===== src/rtl/bcd_adder_scan.sv =====
// Multi-digit BCD adder (one digit per clock, registered ripple carry) with a scanned 7-segment display.
// Optional macro BLANK_LEADING_ZERO_EN blanks display digits above the most significant non-zero digit.
module bcd_adder_scan #(
  parameter int DIGITS   = 4,
  parameter int SCAN_DIV = 50000
) (
  input  logic                  clk,
  input  logic                  rst_n,
  input  logic                  start,
  input  logic [4*DIGITS-1:0]   a_bcd,
  input  logic [4*DIGITS-1:0]   b_bcd,
  output logic                  busy,
  output logic                  done,
  output logic [4*DIGITS-1:0]   sum_bcd,
  output logic                  carry_out,
  output logic                  err,
  output logic [DIGITS-1:0]     dig,
  output logic [6:0]            seg
);

  localparam int W  = 4 * DIGITS;
  localparam int IW = (DIGITS > 1) ? $clog2(DIGITS) : 1;
  localparam int CW = $clog2(SCAN_DIV);
  localparam logic [IW-1:0] LAST_IDX = IW'(DIGITS - 1);
  localparam logic [CW-1:0] LAST_CNT = CW'(SCAN_DIV - 1);

  typedef enum logic [1:0] {IDLE, ADD, DONE} state_t;

  state_t          state_q, state_d;
  logic [W-1:0]    aOp_q, aOp_d, bOp_q, bOp_d;
  logic [W-1:0]    work_q, work_d;
  logic [IW-1:0]   idx_q, idx_d;
  logic            carry_q, carry_d;
  logic            errAcc_q, errAcc_d;
  logic [W-1:0]    sum_q, sum_d;
  logic            cout_q, cout_d;
  logic            err_q, err_d;

  logic [CW-1:0]     scanCnt_q, scanCnt_d;
  logic [IW-1:0]     scanIdx_q, scanIdx_d;
  logic [DIGITS-1:0] dig_q, dig_d;
  logic [6:0]        seg_q, seg_d;

  logic [3:0] aDig, bDig, digOut, selDigit;
  logic [4:0] raw;
  logic       cNext, digErr, blank;
  logic [W-1:0] newWork;

  function automatic logic [6:0] segDecode(input logic [3:0] d);
    case (d)
      4'h0: segDecode = 7'b0000001;
      4'h1: segDecode = 7'b1001111;
      4'h2: segDecode = 7'b0010010;
      4'h3: segDecode = 7'b0000110;
      4'h4: segDecode = 7'b1001100;
      4'h5: segDecode = 7'b0100100;
      4'h6: segDecode = 7'b0100000;
      4'h7: segDecode = 7'b0001111;
      4'h8: segDecode = 7'b0000000;
      4'h9: segDecode = 7'b0000100;
      4'hA: segDecode = 7'b0001000;
      4'hB: segDecode = 7'b1100000;
      4'hC: segDecode = 7'b0110001;
      4'hD: segDecode = 7'b1000010;
      4'hE: segDecode = 7'b0110000;
      default: segDecode = 7'b0111000;
    endcase
  endfunction

  // Operands shift right each ADD cycle, so the current digit is always the low nibble.
  always_comb begin
    aDig    = aOp_q[3:0];
    bDig    = bOp_q[3:0];
    raw     = {1'b0, aDig} + {1'b0, bDig} + {4'b0000, carry_q};
    cNext   = (raw >= 5'd10);
    digOut  = cNext ? (raw[3:0] - 4'd10) : raw[3:0];
    digErr  = (aDig > 4'd9) || (bDig > 4'd9);
    newWork = (work_q >> 4) | (W'(digOut) << (W - 4));
  end

  always_comb begin
    state_d  = state_q;
    aOp_d    = aOp_q;
    bOp_d    = bOp_q;
    work_d   = work_q;
    idx_d    = idx_q;
    carry_d  = carry_q;
    errAcc_d = errAcc_q;
    sum_d    = sum_q;
    cout_d   = cout_q;
    err_d    = err_q;
    case (state_q)
      IDLE: begin
        if (start) begin
          aOp_d    = a_bcd;
          bOp_d    = b_bcd;
          work_d   = '0;
          idx_d    = '0;
          carry_d  = 1'b0;
          errAcc_d = 1'b0;
          state_d  = ADD;
        end
      end
      ADD: begin
        aOp_d    = aOp_q >> 4;
        bOp_d    = bOp_q >> 4;
        work_d   = newWork;
        carry_d  = cNext;
        errAcc_d = errAcc_q | digErr;
        idx_d    = idx_q + IW'(1);
        // Results are latched on the edge into DONE so they are valid while done is high.
        if (idx_q == LAST_IDX) begin
          state_d = DONE;
          if (errAcc_q | digErr) begin
            sum_d  = '0;
            cout_d = 1'b0;
            err_d  = 1'b1;
          end else begin
            sum_d  = newWork;
            cout_d = cNext;
            err_d  = 1'b0;
          end
        end
      end
      DONE:    state_d = IDLE;
      default: state_d = IDLE;
    endcase
  end

  // dig and seg are both derived from the next scan index so they update together.
  always_comb begin
    scanCnt_d = scanCnt_q + CW'(1);
    scanIdx_d = scanIdx_q;
    if (scanCnt_q == LAST_CNT) begin
      scanCnt_d = '0;
      scanIdx_d = (scanIdx_q == LAST_IDX) ? '0 : scanIdx_q + IW'(1);
    end
    selDigit = 4'h0;
    for (int i = 0; i < DIGITS; i++) begin
      if (scanIdx_d == IW'(i)) selDigit = sum_d[4*i +: 4];
    end
`ifdef BLANK_LEADING_ZERO_EN
    blank = (scanIdx_d != '0) && ((sum_d >> {scanIdx_d, 2'b00}) == '0);
`else
    blank = 1'b0;
`endif
    dig_d = DIGITS'(1) << scanIdx_d;
    if (err_d)      seg_d = 7'b0110000;
    else if (blank) seg_d = 7'b1111111;
    else            seg_d = segDecode(selDigit);
  end

  always_ff @(posedge clk) begin
    if (!rst_n) begin
      state_q   <= IDLE;
      aOp_q     <= '0;
      bOp_q     <= '0;
      work_q    <= '0;
      idx_q     <= '0;
      carry_q   <= 1'b0;
      errAcc_q  <= 1'b0;
      sum_q     <= '0;
      cout_q    <= 1'b0;
      err_q     <= 1'b0;
      scanCnt_q <= '0;
      scanIdx_q <= '0;
      dig_q     <= DIGITS'(1);
      seg_q     <= 7'b0000001;
    end else begin
      state_q   <= state_d;
      aOp_q     <= aOp_d;
      bOp_q     <= bOp_d;
      work_q    <= work_d;
      idx_q     <= idx_d;
      carry_q   <= carry_d;
      errAcc_q  <= errAcc_d;
      sum_q     <= sum_d;
      cout_q    <= cout_d;
      err_q     <= err_d;
      scanCnt_q <= scanCnt_d;
      scanIdx_q <= scanIdx_d;
      dig_q     <= dig_d;
      seg_q     <= seg_d;
    end
  end

  assign busy      = (state_q == ADD);
  assign done      = (state_q == DONE);
  assign sum_bcd   = sum_q;
  assign carry_out = cout_q;
  assign err       = err_q;
  assign dig       = dig_q;
  assign seg       = seg_q;

endmodule


===== config.mk =====
export PLATFORM = sky130hd
export DESIGN_NAME = bcd_adder_scan
export DESIGN_NICKNAME = d
export VERILOG_FILES = /design/src/rtl/bcd_adder_scan.sv
export SDC_FILE = /design/constraint.sdc
export NUM_CORES = 1
export LEC_CHECK = 0
export BUFFER_PORTS_ARGS = -buffer_cell sky130_fd_sc_hd__buf_4
export CAP_MARGIN = 20
export CELL_PAD_IN_SITES_DETAIL_PLACEMENT = 1
export CELL_PAD_IN_SITES_GLOBAL_PLACEMENT = 2
export CORE_MARGIN = 2
export CORE_UTILIZATION = 39
export CTS_BUF_LIST = sky130_fd_sc_hd__clkbuf_4 sky130_fd_sc_hd__clkbuf_8
export DETAILED_ROUTE_END_ITERATION = 6
export PLACE_DENSITY = 0.85
export SETUP_SLACK_MARGIN = 0.15
export SLEW_MARGIN = 20
export SYNTH_ARGS = -nofsm -noshare
export SYNTH_HDL_FRONTEND = slang
export SYNTH_SLANG_ARGS = --single-unit

===== constraint.sdc =====
create_clock -name clk -period 10.09 [get_ports clk]
set_input_delay 2.018 -clock clk [delete_from_list [all_inputs] [get_ports clk]]
set_output_delay 2.018 -clock clk [all_outputs]
set_load 0.02 [all_outputs]

# Word level (Yosys, flattened, before mapping)
# Memory sizes are Yosys's and may differ from the RTL's.
# Index checks and enable logic that the tools add are counted.
# Widths: inputs -> output; s select.
dict set report word_totals {
  mem_bits_ro 112
  out_inout_bits 31
  n_memories 1
  wordCells 77
  inputBits 35
  reg_bits 101
}
# name words width rd rd_clocked_by_memory_dff wr line_no
set memory_table {}
lappend memory_table {{(name not given)} 16 7 1 0 0 50} ;# case (d)
dict set report op_classes {
  n_mux 29
  n_eq_ne 10
  n_addsub 6
  shifts 1
  n_bitwise 3
  order_cmp 3
  n_reduce_logical 9
}
# op n
set op_table {}
lappend op_table {{$mux 16} 6}
lappend op_table {{$pmux 16 s2} 3}
lappend op_table {{$mux 4} 5}
lappend op_table {{$add 16x1->16 const B} 1}
lappend op_table {{$eq 16x16->1 const B} 1}
lappend op_table {{$or 12x16->16} 1}
lappend op_table {{$eq 2x2->1 const B} 5}
lappend op_table {{$mux 2} 5}
lappend op_table {{$gt 4x4->1 const B} 2}
lappend op_table {{$pmux 2 s2} 2}
lappend op_table {{$mux 6} 1}
lappend op_table {{$reduce_and 2->1} 3}
lappend op_table {{$add 4x4->5} 1}
lappend op_table {{$add 5x1->5} 1}
lappend op_table {{$ge 5x4->1 const B} 1}
lappend op_table {{$mux 1} 5}
lappend op_table {{$add 2x1->2 const B} 2}
lappend op_table {{$eq 2x1->1 const B} 2}
lappend op_table {{$logic_not 2->1} 2}
lappend op_table {{$pmux 1 s2} 2}
lappend op_table {{$reduce_or 2->1} 2}
lappend op_table {{$shl 1x2->4 const A} 1}
lappend op_table {{$sub 4x4->4 const B} 1}
lappend op_table {{$ne 2x1->1 const B} 1}
lappend op_table {{5 further kinds} 5}

# Depth between registers and ports, before layout
# Gate-level depths: netlist (run 1).
# An unclocked memory read counts as a cell.
dict set report logic_depth {
  word_depth 14
  depth_mapped 15
  ltp_nobuf 15
}

# Worst setup path after synthesis (run 1)
# OpenSTA, ideal clock, no wires.
dict set report synth_path {
  path_kind {register -> register}
  start {register aOp_q[0]}
  end {register seg_q[3], in the netlist seg[3]}
  synth_period_minus_slack_ps 3815
  path_buffers 0
  arrival_ps 3699
  path_slack_ps 6275
  required_ps 9974
  setup_time_ps 116
  path_stages_with_launch 16
  cell_sequence {dfxtp_1 -> fa_1 -> inv_1 -> fa_1 -> xor2_2 -> ha_1 -> inv_1 -> a2111oi_0 -> nor4_2 -> xnor2_1 -> a22o_1 -> o31ai_4 -> inv_1 -> ha_1 -> mux4_2 -> nor2b_1}
}
dict set report synth_between {
  elab_chain_cells 11
  word_cells_on_any_way 21
  classes_between {add/sub (3); order compare (2); mux (11); bitwise (2); reduce/logical (2); memory (1)}
}
# item line_no
set synth_lines {}
lappend synth_lines {{start: declaration} 30} ;# logic [W-1:0] aOp_q, aOp_d, bOp_q, bOp_d;
lappend synth_lines {{start signal: assignment} 171} ;# aOp_q <= aOp_d;
lappend synth_lines {{branches (longest 11 deep; another with $mem_v2 16x7)} -}
lappend synth_lines {{end signal: assignment} 183} ;# seg_q <= seg_d;
lappend synth_lines {{end: declaration} 42} ;# logic [6:0] seg_q, seg_d;
# Several ways; the timed one is not identified.
# A chain may end at the register's enable or synchronous reset.

# Worst setup path after layout (run 1)
# Same ends and word-level chain as after synthesis.

==> results of run 1 <==
## cells in the final DEF (no fill, tap or decap), types with 2 or more instances in the layout
master	n
a31oi_1	3
a21oi_1	21
a22oi_1	27
nor2_1	30
xor2_1	6
o31a_1	3
o21a_1	4
buf_4	68
clkinv_2	2
nor2b_1	36
nand2_1	66
o221ai_1	6
nor4_2	2
o31ai_1	2
a21boi_0	3
dfxtp_1	97
nand3b_1	4
fa_1	2
mux2i_1	6
o211a_1	17
nor3_1	5
ha_1	14
inv_1	11
xnor2_1	5
nand4_1	3
inv_2	2
or3_1	5
and2_1	16
mux2_2	3
a2111oi_0	3
clkbuf_8	11
and3_1	10
a22o_1	3
nand3_1	32
o21ai_0	16
## logic make-up (layout without fill, tap and decap cells)
logic type               Yosys count  after routing
buffers and inverters             40             96
adder cells (fa/ha/maj)           16             16
flip-flops                        97             97
XOR/XNOR                          12             12
AND/OR/NAND/NOR                  218            218
multiplexers                      12             12
AO/OA/AOI/OAI                    119            119
## final cells by class
class                      count  area [um2]
fill                        1361        6050
multi-input combinational    377        2490
sequential                    97        1942
timing repair buffer          68       510.5
tap                          143       178.9
clock buffer                  12       158.9
inverter                      13       48.80
clock inverter                 3       40.04
## metrics by stage
stage / total power, mW / cells / worst slack [ns] / utilization, % / instance area, um2
6_report: 0.7685 / 713 / 5.858 / 47.02 / 5369
5_1_grt: 0.8035 / 713 / 5.578 / 47.02 / 5369
4_1_cts: 0.7780 / 713 / 5.823 / 47.02 / 5369
3_3_place_gp: 0.5088 / 698 / 6.013 / 45.28 / 5170
2_1_floorplan: 0.4808 / 514 / 6.275 / - / 4577
3_5_place_dp: 0.5125 / 698 / 5.881 / 45.28 / 5170
## critical path, delay by kind of cell, from the launching register on
kind	cells	cell delay [ns]
and+or+nand+nor	2	0.30
xor gates and xnor gates	2	0.42
adders and majority gates	4	1.22
AOI/OAI and AO/OA	3	1.03
DFF	1	0.34
buffers and inverters	3	0.35
muxes	1	0.47
## metal layers
layer	wire length [um]	GRT usage (%)	part of all wire, %	up-vias
met5	0	0	0	-
met4	204	7.154	1.7	0
met3	430	2.862	3.7	13
met2	5380	30.96	46	73
met1	5741	25.80	49	1850
li1	-	-	-	1930
## power by group
part / internal (mW) / leakage (nW) / switching (mW)
Sequential: 0.397 / 0.790 / 0.0122
Clock: 0.129 / 0.106 / 0.137
Combinational: 0.0414 / 1.41 / 0.0523
Total: 0.567 / 2.30 / 0.201
## registers in the layout, indices dropped and copies added, names as in the netlist
register,cells
aOp_q,16
carry_q,1
state_q,2
bOp_q,16
idx_q,2
dig,4
sum_bcd,16
errAcc_q,1
err,1
carry_out,1
seg,7
scanIdx_q,2
scanCnt_q,16
work_q,12
## worst min path at each step
stage,slack (ns),from,cells past startpoint,end
4_1_cts,0.46,scanCnt_q[0],1,scanCnt_q[0]
6_report,0.46,scanCnt_q[0],1,scanCnt_q[0]
2_1_floorplan,0.42,scanCnt_q[0],1,scanCnt_q[0]
3_5_place_dp,0.45,scanCnt_q[0],1,scanCnt_q[0]
5_1_grt,0.51,scanCnt_q[0],1,scanCnt_q[0]
3_3_place_gp,0.43,scanCnt_q[0],1,scanCnt_q[0]
==> flow_metrics.env, run 1 <==
export IMPL_synthSimpleGateAreaFrac_pct=24.60
export IMPL_dp_hpwl_um=8093
export IMPL_h_tree_depth=3
export IMPL_yosysTopAreaCell="dfxtp_1"
export IMPL_cts_tree="yes"
export IMPL_synth_fa_ha_area_share_pct=4.702
export IMPL_cts_root_buf="clkbuf_8"
export IMPL_setup_viol=0
export IMPL_cp_slowest_cell="a2111oi_0"
export IMPL_crit_type="flip-flop to flip-flop"
export IMPL_path_clk_slew_ns=0.09
export IMPL_grt_max_degree=79
export IMPL_synth_area_top_cells="dfxtp_1, nand2_1, nor2b_1"
export IMPL_required_ns=10.36
export IMPL_synth_top_family_by_area="simple AND/OR/NAND/NOR gates"
export IMPL_cts_setup_buffers=0
export IMPL_yosysUniqueCellTypes=57
export IMPL_hold_slack_ns=0.4640
export IMPL_worstRegToRegCells=15
export IMPL_via_count=3866
export IMPL_die_y_um=112.3
export IMPL_synthTopCellsByCount="dfxtp_1, nand2_1, nor2b_1"
export IMPL_fin_nets=617
export IMPL_finalMaxSlewViolations=0
export IMPL_hold_violations=0
export IMPL_synth_main_ff_cell="dfxtp_1"
export IMPL_wirelength_um=11760
export IMPL_syn_avg_cell_area_um2=8.904
export IMPL_drcViolationCount=0
export IMPL_final_setup_tns_ns=0
export IMPL_num_rows=39
export IMPL_grt_pass1_vias=3841
export IMPL_drive_gt1_share_pct=18.07
export IMPL_place_congestion=0.8254
export IMPL_cts_buffer_depth=2
export IMPL_crit_chain="fa_1 -> inv_1 -> fa_1 -> xor2_2 -> ha_1 -> inv_1 -> a2111oi_0 -> nor4_2 -> xnor2_1 -> a22o_1 -> o31ai_4 -> inv_1 -> ha_1 -> mux4_2 -> nor2b_1"
export IMPL_synthXorXnorAreaFrac_pct=2.460
export IMPL_ys_seq_area_share_pct=42.43
export IMPL_yosysWarnings=0
export IMPL_cts_buffers=9
export IMPL_die_w_um=112.3
export IMPL_vias_per_cell=5.422
export IMPL_r2r_start="aOp_q[0]"
export IMPL_grt_setup_unrepaired="no"
export IMPL_ctsHoldBuffers=0
export IMPL_coreArea_um2=11420
export IMPL_rrSetupSlack_ns=5.86
export IMPL_dieArea_um2=12620
export IMPL_tightestPinTransition_ns=0.9029
export IMPL_synth_edf_count=0
export IMPL_track_usage_pct=19.07
export IMPL_post_cts_resized=0
export IMPL_synthMuxAreaShare_pct=3.335
export IMPL_relSlewSlack_pct=39.80
export IMPL_antenna_found_initial=0
export IMPL_p_per_area_nw_per_um2=143.1
export IMPL_diodes=0
export IMPL_critPathLaunch="aOp_q[0]"
export IMPL_io_buffers=65
export IMPL_synth_nets=565
export IMPL_syn_cell_area_um2=4577
export IMPL_routedWlPerCell_um=16.49
export IMPL_cp_start_kind="flip-flop"
export IMPL_cpPeakStageDelay_ns=0.48
export IMPL_ir_drop_mv=0.06050
export IMPL_clock_skew_ns=0.01046
export IMPL_async_reset_ff_share_pct=0
export IMPL_crit_fanout=6
export IMPL_drt_iter0_drc=181
export IMPL_clock_sinks=97
export IMPL_synth_compound_area_share_pct=19.16
export IMPL_fmax_mhz=236.3
export IMPL_r2r_end="seg[3]"
export IMPL_critPathCaptureType="flip-flop"
export IMPL_grt_ovfl_total=0
export IMPL_critPathArrivalTime_ns=4.50
export IMPL_finalCritPeriodShare_pct=41.94
export IMPL_ys_seq_elements=97
export IMPL_hold_class="flip-flop to flip-flop"
export IMPL_drtAntennaViolNets=0
export IMPL_yosysTopAreaCellShare_pct=42.43
export IMPL_crit_path_frequent_cell="inv_1"
export IMPL_p_leak_nw=2.304
export IMPL_area_growth_pct=17.30
export IMPL_period_needed_ns=4.232
export IMPL_clk_latency_ns=0.38
export IMPL_initial_core_util_pct=40.08
export IMPL_status="complete, no violations"
export IMPL_grt_pass1_wl_um=19370
export IMPL_synth_most_common_cell="dfxtp_1"
export IMPL_drv_cap=0
export IMPL_crit_end="seg[3]"
export IMPL_dr_pass1_iters=4
export IMPL_synthesis_instances=514
export IMPL_ios=66
Note: power is estimated with default switching activity, not from simulation.
==> inputs of run 2 (changes only) <==
Settings changed: CORE_UTILIZATION 39 to 33, PLACE_DENSITY 0.85 to 0.76.
Clock period 10.09 ns to 3.7 ns, I/O delays scaled along.
==> run 2 against run 1 <==
Sequential power rose to 2.7 times the previous value. Die area up 18%. Core utilization down 5.5 points. Clock power rose to 3.0 times the previous value. Largest cell class unchanged. Non-clock buffer count up 17. Clock-buffer cell count down 2. Sequential share of layout area down 2.0 points. Power rose to 2.9 times the previous value.
==> flow_metrics.env, run 2 (synthesized netlist as in run 1, its figures left out) <==
export IMPL_ctsHoldBuffers=0
export IMPL_tightestPinTransition_ns=0.4916
export IMPL_fmax_mhz=280.8
export IMPL_antenna_found_initial=0
export IMPL_place_congestion=0.7786
export IMPL_ir_drop_mv=0.2035
export IMPL_required_ns=3.97
export IMPL_clock_sinks=97
export IMPL_num_rows=43
export IMPL_crit_chain="fa_2 -> inv_2 -> fa_2 -> ha_4 -> inv_6 -> a2111oi_4 -> nor4_4 -> xnor2_1 -> a22o_1 -> o31ai_4 -> inv_2 -> ha_4 -> mux4_2 -> nor2b_1"
export IMPL_p_per_area_nw_per_um2=395.7
export IMPL_dieArea_um2=14830
export IMPL_cpPeakStageDelay_ns=0.49
export IMPL_h_tree_depth=3
export IMPL_p_leak_nw=2.395
export IMPL_seqPwrFrac_pct=49.4
export IMPL_p_comb_share_pct=15.1
export IMPL_final_setup_tns_ns=0
export IMPL_die_y_um=121.8
export IMPL_drive_gt1_share_pct=22.96
export IMPL_grt_ovfl_total=0
export IMPL_finalCritPeriodShare_pct=96.27
export IMPL_grt_pass1_wl_um=20990
export IMPL_cp_start_kind="flip-flop"
export IMPL_hold_slack_ns=0.4566
export IMPL_finalMaxSlewViolations=0
export IMPL_relSlewSlack_pct=67.15
export IMPL_grt_max_degree=44
export IMPL_grt_pass1_vias=4054
export IMPL_routedWlPerCell_um=16.70
export IMPL_dr_pass1_iters=4
export IMPL_wirelength_um=12820
export IMPL_p_int_mw=1.641
export IMPL_initial_core_util_pct=33.36
export IMPL_p_clk_share_pct=35.4
export IMPL_path_clk_slew_ns=0.10
export IMPL_track_usage_pct=18.02
export IMPL_drcViolationCount=0
export IMPL_clk_latency_ns=0.38
export IMPL_cp_slowest_cell="fa_2"
export IMPL_coreArea_um2=13720
export IMPL_layout_common_cells="dfxtp_1, buf_4, nand2_1, nor2b_1, nand3_1"
export IMPL_power_switching_mw=0.6113
export IMPL_hold_class="flip-flop to flip-flop"
export IMPL_dp_hpwl_um=9124
export IMPL_cts_buffers=9
export IMPL_critPathArrivalTime_ns=3.83
export IMPL_drt_iter0_drc=170
export IMPL_crit_fanout=4
export IMPL_critPathCaptureType="flip-flop"
export IMPL_area_growth_pct=24.38
export IMPL_crit_type="flip-flop to flip-flop"
export IMPL_via_count=3995
export IMPL_fin_nets=634
export IMPL_status="complete, no violations"
export IMPL_placedInstanceArea_um2=5424
export IMPL_setup_viol=0
export IMPL_cts_buffer_depth=2
export IMPL_post_route_cell_area_um2=5693
export IMPL_cts_tree="yes"
export IMPL_p_total_mw=2.253
export IMPL_clock_skew_ns=0.007136
export IMPL_final_common_cell="dfxtp_1"
export IMPL_cp_top_family="adder cells"
export IMPL_diodes=0
export IMPL_vias_per_cell=5.202
export IMPL_drtAntennaViolNets=0
export IMPL_final_fill_count=1604
export IMPL_cp_buffers_inverters=3
export IMPL_period_needed_ns=3.562
export IMPL_ios=66
export IMPL_switching_share_pct=27.14
export IMPL_die_w_um=121.8
export IMPL_io_buffers=65
export IMPL_cts_root_buf="clkbuf_8"
export IMPL_hold_violations=0
export IMPL_drv_cap=0
export IMPL_grt_setup_unrepaired="yes"
-- run 2: cell types whose count changed in the layout (fill, tap and decap cells not counted), sizes merged --
cell,delta
buf,+17
clkbuf,-2
bufinv,+1
clkinvlp,+1
inv,+1
-- run 2: path summary, 6_finish.rpt --
kind / slack, ns / end / from / cells after the start
max: 0.14 / seg[3] / carry_q / 14
min: 0.46 / scanCnt_q[0] / scanCnt_q[0] / 1
max reg2reg: 0.14 / seg[3] / carry_q / 14
min reg2reg: 0.46 / scanCnt_q[0] / scanCnt_q[0] / 1
-- run 2: cell type report --
cell class | count | area (um2) | share of cell area, %
Timing Repair Buffer | 85 | 638.1 | 11.21
Tap cell | 180 | 225.2 | 3.956
Inverter | 13 | 53.80 | 0.9451
Sequential cell | 97 | 1943 | 34.13
Clock buffer | 10 | 137.6 | 2.418
Clock inverter | 6 | 90.09 | 1.582
Multi-Input combinational cell | 377 | 2605 | 45.76
-- run 2: through the flow --
| stage | utilization (%) | setup WS [ns] | instances |
|---|---|---|---|
| after floorplan | - | 0.1171 | 514 |
| after global placement | 39.53 | 0.1394 | 749 |
| after detailed placement | 39.53 | 0.03306 | 749 |
| after CTS | 41.38 | 0.1232 | 767 |
| after global routing | 41.50 | -0.01388 | 768 |
| final | 41.50 | 0.1382 | 768 |
-- run 2: repair_timing --
action | CTS | global route
endpoints found under the setup margin | 2 | 5
resized for setup | 2 | 4
pin swaps | 1 | 1
buffers inserted | 2 | 1
-- run 2: power by group through the flow --
stage                     registers [mW]  logic (mW)  clock network [mW]
final                               1.11       0.341               0.798
after global routing                1.12       0.378               0.874
after CTS                           1.11       0.338               0.828
after detailed placement            1.14       0.328                   0
after global placement              1.14       0.314                   0
after floorplan                     1.13       0.227                   0
-- run 2: routing by layer --
layer  wire length (um)  up-vias  global-route usage, %
li1                   -     1978                      -
met1               6224     1934                  23.61
met2               5988       71                  29.82
met3                404       12                  2.903
met4                207        0                  6.825
met5                  0        -                      0
